## src/rtl/bg_sequencer.sv

```systemverilog
// bg_sequencer
//   Scene controller for the pixel colour datapath. Detects frame boundaries
//   from vsync, keeps the animation frame counter, steps the background mode
//   through 0..NUM_MODES-1 with a fixed dwell per mode, inserts BLANK_FRAMES
//   of black between modes, rotates the solid colour every time mode 0 comes
//   back around, and honours the user hold/skip controls.
//
// Ports
//   clk              pixel clock
//   rst_n            synchronous, active-low reset
//   vsync            vertical sync (active-high, clk-synchronous)
//   hold             level: freeze mode and animation while high
//   skip             rising edge: jump straight to the blank before next mode
//   background_state mode code to the datapath (BLANK_CODE while blanking)
//   solid_color      {R,G,B} 2 bits each for the solid-colour mode
//   moving_counter   animation frame counter, wraps 1023 -> 0
//   mode_change      one-cycle pulse when a new mode becomes active
module bg_sequencer #(
  parameter int          NUM_MODES       = 12,
  parameter int          FRAMES_PER_MODE = 240,
  parameter int          BLANK_FRAMES    = 8,
  parameter logic [7:0]  BLANK_CODE      = 8'hFF
) (
  input  logic       clk,
  input  logic       rst_n,
  input  logic       vsync,
  input  logic       hold,
  input  logic       skip,
  output logic [7:0] background_state,
  output logic [5:0] solid_color,
  output logic [9:0] moving_counter,
  output logic       mode_change
);

  // Counter widths are clamped to at least one bit so degenerate parameter
  // values (1 mode, 1 frame) still elaborate.
  localparam int DW = (FRAMES_PER_MODE > 1) ? $clog2(FRAMES_PER_MODE) : 1;
  localparam int BW = (BLANK_FRAMES > 1)    ? $clog2(BLANK_FRAMES)    : 1;
  localparam int MW = (NUM_MODES > 1)       ? $clog2(NUM_MODES)       : 1;

  localparam logic [DW-1:0] DWELL_LAST = DW'(FRAMES_PER_MODE - 1);
  localparam logic [BW-1:0] BLANK_LAST = BW'(BLANK_FRAMES - 1);
  localparam logic [MW-1:0] MODE_LAST  = MW'(NUM_MODES - 1);

  localparam logic [1:0] ST_RUN   = 2'd0;
  localparam logic [1:0] ST_HOLD  = 2'd1;
  localparam logic [1:0] ST_BLANK = 2'd2;

  logic [1:0]    state;
  logic [DW-1:0] dwell;
  logic [BW-1:0] blank_cnt;
  logic [MW-1:0] mode_idx;
  logic [MW-1:0] next_idx;
  logic          vsync_q;
  logic          skip_q;
  logic          frame_tick;
  logic          skip_edge;

  assign frame_tick = vsync & ~vsync_q;
  assign skip_edge  = skip & ~skip_q;
  assign next_idx   = (mode_idx == MODE_LAST) ? '0 : mode_idx + MW'(1);

  always_ff @(posedge clk) begin
    if (!rst_n) begin
      state            <= ST_RUN;
      dwell            <= '0;
      blank_cnt        <= '0;
      mode_idx         <= '0;
      vsync_q          <= 1'b0;
      skip_q           <= 1'b0;
      background_state <= 8'd0;
      solid_color      <= 6'b110000;
      moving_counter   <= 10'd0;
      mode_change      <= 1'b0;
    end else begin
      vsync_q     <= vsync;
      skip_q      <= skip;
      mode_change <= 1'b0;

      case (state)
        ST_RUN: begin
          // skip beats hold and a coincident frame tick: no increment then.
          if (skip_edge) begin
            state            <= ST_BLANK;
            dwell            <= '0;
            blank_cnt        <= '0;
            background_state <= BLANK_CODE;
          end else if (hold) begin
            state <= ST_HOLD;
          end else if (frame_tick) begin
            moving_counter <= moving_counter + 10'd1;
            if (dwell == DWELL_LAST) begin
              state            <= ST_BLANK;
              dwell            <= '0;
              blank_cnt        <= '0;
              background_state <= BLANK_CODE;
            end else begin
              dwell <= dwell + DW'(1);
            end
          end
        end

        ST_HOLD: begin
          if (skip_edge) begin
            state            <= ST_BLANK;
            dwell            <= '0;
            blank_cnt        <= '0;
            background_state <= BLANK_CODE;
          end else if (!hold) begin
            state <= ST_RUN;
          end
        end

        ST_BLANK: begin
          // hold and skip are ignored here; only frame ticks matter. A hold
          // still high on exit is picked up by RUN on the next cycle.
          if (frame_tick) begin
            if (blank_cnt == BLANK_LAST) begin
              state            <= ST_RUN;
              blank_cnt        <= '0;
              dwell            <= '0;
              mode_idx         <= next_idx;
              background_state <= 8'(next_idx);
              moving_counter   <= 10'd0;
              mode_change      <= 1'b1;
              if (next_idx == '0)
                solid_color <= {solid_color[1:0], solid_color[5:2]};
            end else begin
              blank_cnt <= blank_cnt + BW'(1);
            end
          end
        end

        default: state <= ST_RUN;
      endcase
    end
  end

endmodule

```

## config.mk

```make
export PLATFORM = sky130hd
export DESIGN_NAME = bg_sequencer
export DESIGN_NICKNAME = d
export VERILOG_FILES = /design/src/rtl/bg_sequencer.sv
export SDC_FILE = /design/constraint.sdc
export NUM_CORES = 1
export LEC_CHECK = 0
export BUFFER_PORTS_ARGS = -buffer_cell sky130_fd_sc_hd__buf_2
export CAP_MARGIN = 20
export CORE_MARGIN = 10
export CORE_UTILIZATION = 62
export CTS_CLUSTER_SIZE = 8
export DETAILED_ROUTE_END_ITERATION = 7
export HOLD_SLACK_MARGIN = 0.1
export PLACE_DENSITY_LB_ADDON = 0.25
export SLEW_MARGIN = 20
export SYNTH_ARGS = -nofsm -noshare
export SYNTH_HDL_FRONTEND = slang
export SYNTH_SLANG_ARGS = --single-unit
```

## constraint.sdc

```tcl
create_clock -name clk -period 2.6 [get_ports clk]
set_input_delay 0.52 -clock clk [delete_from_list [all_inputs] [get_ports clk]]
set_output_delay 0.52 -clock clk [all_outputs]
set_load 0.005 [all_outputs]
```

==> results.sh <==
export IMPL_critPathMaxStageDelay_ps=760
export IMPL_tritoncts="built"
export IMPL_postRouteAntennaNets=0
export IMPL_synthesis_area_per_instance_um2=8.60
export IMPL_number_of_global_route_vias_before_repair=2016
export IMPL_netlist_area_um2=2300
export IMPL_drt_vias_per_instance=6.43
export IMPL_crit_path_start="blank_cnt[0]"
export IMPL_vias=2174
export IMPL_critical_path_peak_fanout=20
export IMPL_die_area_um2=6540
export IMPL_synthArstFlopShare=0
export IMPL_globalRoute_totalOverflow=0
export IMPL_synth_simple_gate_area_share=0.237
export IMPL_worstPathRequired_ps=2740
export IMPL_worst_ep_arrival_time_ps=2440
export IMPL_category_of_the_critical_setup_timing_path="flip-flop to flip-flop"
export IMPL_fin_crit_sh=0.883
export IMPL_min_delay_path_class="input pin to flip-flop"
export IMPL_min_path_cells=2
export IMPL_setup_total_negative_slack_ps=0
export IMPL_die_height_um=80.9
export IMPL_timing_final_hold_violations=0
export IMPL_fmax_mhz=435
export IMPL_power_switching_share=0.361
export IMPL_total_power_w=0.00171
export IMPL_initial_core_util=0.632
export IMPL_syn_instance_count=267
export IMPL_ys_top_cells_by_count="sky130_fd_sc_hd__dfxtp_1 (41), sky130_fd_sc_hd__a21oi_1 (20), sky130_fd_sc_hd__o21ai_0 (18)"
export IMPL_synthTopCellsByArea="sky130_fd_sc_hd__dfxtp_1 (36%), sky130_fd_sc_hd__ha_1 (5.4%), sky130_fd_sc_hd__a21oi_1 (4.4%)"
export IMPL_number_of_inserted_filler_cells_in_the_final_layout=314
export IMPL_setup_violations_final=0
export IMPL_coreArea_um2=3630
export IMPL_total_switching_power_w=0.000617
export IMPL_cts_hold_buffers=0
export IMPL_clock_insertion_delay_worst_skew_ps=290
export IMPL_layout_min_cycle_time_ps=2300
export IMPL_final_nets=304
export IMPL_post_cts_resized_instances=0
export IMPL_yosys_area_top_type="sky130_fd_sc_hd__dfxtp_1"
export IMPL_worstPathCellList="ha_1 > ha_1 > and3b_2 > o221ai_2 > o31ai_1 > a21oi_1"
export IMPL_hold_path_startpoint="skip"
export IMPL_tritoncts_num_sinks=41
export IMPL_slew_violations=0
export IMPL_critical_path_cell_count=6
export IMPL_synth_mux_area_fraction=0.0349
export IMPL_timing_critical_path_max_delay_family="compound AO/OA/AOI/OAI gates"
export IMPL_layout_area_overhead_vs_synth_pct=10.6
export IMPL_gpl_final_weighted_congestion=0.857
export IMPL_wl_per_cell_um=15.9
export IMPL_floorplan_die_width_um=80.9
export IMPL_reg2reg_from="blank_cnt[0]"
export IMPL_combinational_family_with_the_most_area_after_synthesis="compound AO/OA/AOI/OAI gates"
export IMPL_initialDrtViolationCount=137
export IMPL_grt_max_degree=23
export IMPL_setup_worst_path_start_class="flip-flop"
export IMPL_timing_critical_path_buf_inv=0
export IMPL_dominantRegCellSynth="sky130_fd_sc_hd__dfxtp_1"
export IMPL_grt_pass1_wl_um=9300
export IMPL_vdd_drop_max_mv=0.462
export IMPL_pin_count=30
export IMPL_placedCellCount=330
export IMPL_cts_inserted_buffers=5
export IMPL_globalRouteTotalUtil=0.171
export IMPL_comb_power_share=0.314
export IMPL_sequentialPowerShare=0.429
export IMPL_slew_of_the_pin_with_the_lowest_slew_margin_ps=1020
export IMPL_critical_path_top_cell_by_count="sky130_fd_sc_hd__ha_1"
export IMPL_timing_clock_skew_ps=11.2
export IMPL_yosysMostFrequentCell="sky130_fd_sc_hd__dfxtp_1"
export IMPL_synth_warnings=0
export IMPL_yosysSeqAreaShare=0.357
export IMPL_dp_hpwl_um=3860
export IMPL_area_fraction_in_compound_gates_after_synthesis=0.257
export IMPL_synth_xor_area_frac=0
export IMPL_cts_htree_levels=2
export IMPL_slowest_stage="sky130_fd_sc_hd__o31ai_1"
export IMPL_synthAdderAreaFrac=0.0545
export IMPL_cts_setup_buffers=0
export IMPL_setup_worst_path_end_class="flip-flop"
export IMPL_synth_largest_type_area_fraction=0.357
export IMPL_worst_r2r_path_depth=6
export IMPL_worst_setup_hold_path_clk_slew_ps=90
export IMPL_grt_setup_unrepaired="false"
export IMPL_power_density_cell_area_nw_per_um2=673
export IMPL_antenna_cells=0
export IMPL_max_clock_buf_depth=2
export IMPL_max_cap_viol_count=0
export IMPL_yosys_register_bits=41
export IMPL_count_of_flip_flops_with_a_built_in_enable_after_synthesis=0
export IMPL_ctsRootBufferMaster="sky130_fd_sc_hd__clkbuf_8"
export IMPL_layout_cells_non_filler=338
export IMPL_initial_antenna_violation_count=0
export IMPL_p_leak_nw=0.977
export IMPL_outcome="finished clean"
export IMPL_buffer_ports_inserted=29
export IMPL_post_route_cells_drive_above_1_share=0.169
export IMPL_post_route_drc_count=0
export IMPL_worst_slew_margin_rel=0.317
export IMPL_synth_nets=282
export IMPL_std_cell_rows=22
export IMPL_internal_power_w=0.00109
export IMPL_wl_um=5360
export IMPL_yosysUniqueCellTypes=53
export IMPL_iteration_count_of_the_initial_detailed_routing_pass=4
export IMPL_share_clk_of_total_power=0.257
-- through the flow --
stage / utilization / setup slack, ps / hold slack, ps / cell area [um^2]
6_report: 0.699 / 304 / 459 / 2540
3_5_place_dp: 0.673 / 358 / 470 / 2440
3_3_place_gp: 0.673 / 453 / 465 / 2440
2_1_floorplan: - / 790 / 448 / 2300
4_1_cts: 0.699 / 346 / 451 / 2540
5_1_grt: 0.699 / 142 / 476 / 2540
-- power groups by stage --
stage          clock [W]  sequential (W)  combinational, W
3_3_place_gp           0        0.000747          0.000518
3_5_place_dp           0        0.000747          0.000530
5_1_grt         0.000475        0.000744          0.000596
2_1_floorplan          0        0.000742          0.000419
4_1_cts         0.000448        0.000734          0.000531
6_report        0.000440        0.000734          0.000536
-- metal layers --
layer / track usage / part of all wire / vias up
li1: - / - / 1076
met1: 0.213 / 0.45 / 1031
met2: 0.276 / 0.47 / 61
met3: 0.0618 / 0.071 / 6
met4: 0.0433 / 0.0086 / 0
met5: 0 / 0 / -
-- final timing paths --
| path | endpoint | slack (ps) |
|---|---|---|
| setup / recovery | dwell[7] | 300 |
| hold reg to reg | solid_color[3] | 480 |
| setup reg to reg | dwell[7] | 300 |
| hold / removal | skip_q | 460 |
-- worst reg2reg max path, cell delays in order (launching register included) --
cell and delay [ps]:
sky130_fd_sc_hd__dfxtp_1 380, sky130_fd_sc_hd__ha_1 160, sky130_fd_sc_hd__ha_1 200, sky130_fd_sc_hd__and3b_2 230, sky130_fd_sc_hd__o221ai_2 310, sky130_fd_sc_hd__o31ai_1 760
sky130_fd_sc_hd__a21oi_1 90
-- final cells by class --
class,instances,area (um^2),share of cell area
Clock buffer,6,82.6,0.0325
Clock inverter,2,13.8,0.00542
Inverter,11,41.3,0.0163
Multi-Input combinational cell,196,1340,0.527
Sequential cell,41,821,0.323
Tap cell,48,60.1,0.0236
Timing Repair Buffer,34,183,0.0719
-- cell usage in the layout (no fill, tap or decap), drive strengths merged, types with 3 or more instances in the layout --
cell and count:
a21oi 20, nand4b 4, o21ai 19, dfxtp 41, clkbuf 6, inv 11, mux2i 8, nor2b 3
nor3 5, or4 9, ha 10, o211ai 12, buf 34, nand3 17, a211oi 3, nor4 7
o31ai 9, nor2 13, a31oi 4, o2111ai 4, and2 4, o211a 4, nand2 11
-- sequential cells by signal (all words and copies together), names as in the netlist --
signal and cells:
solid_color 6, blank_cnt 3, skip_q 1, mode_change 1
moving_counter 10, vsync_q 1, state 2, mode_idx 4
background_state 5, dwell 8
-- cells by family after synthesis --
group | after synthesis
AOI/OAI and AO/OA | 87
adders and majority gates | 10
muxes | 8
buffers and inverters | 30
and+or+nand+nor | 91
DFF | 41
(Power assumes the default switching activity.)
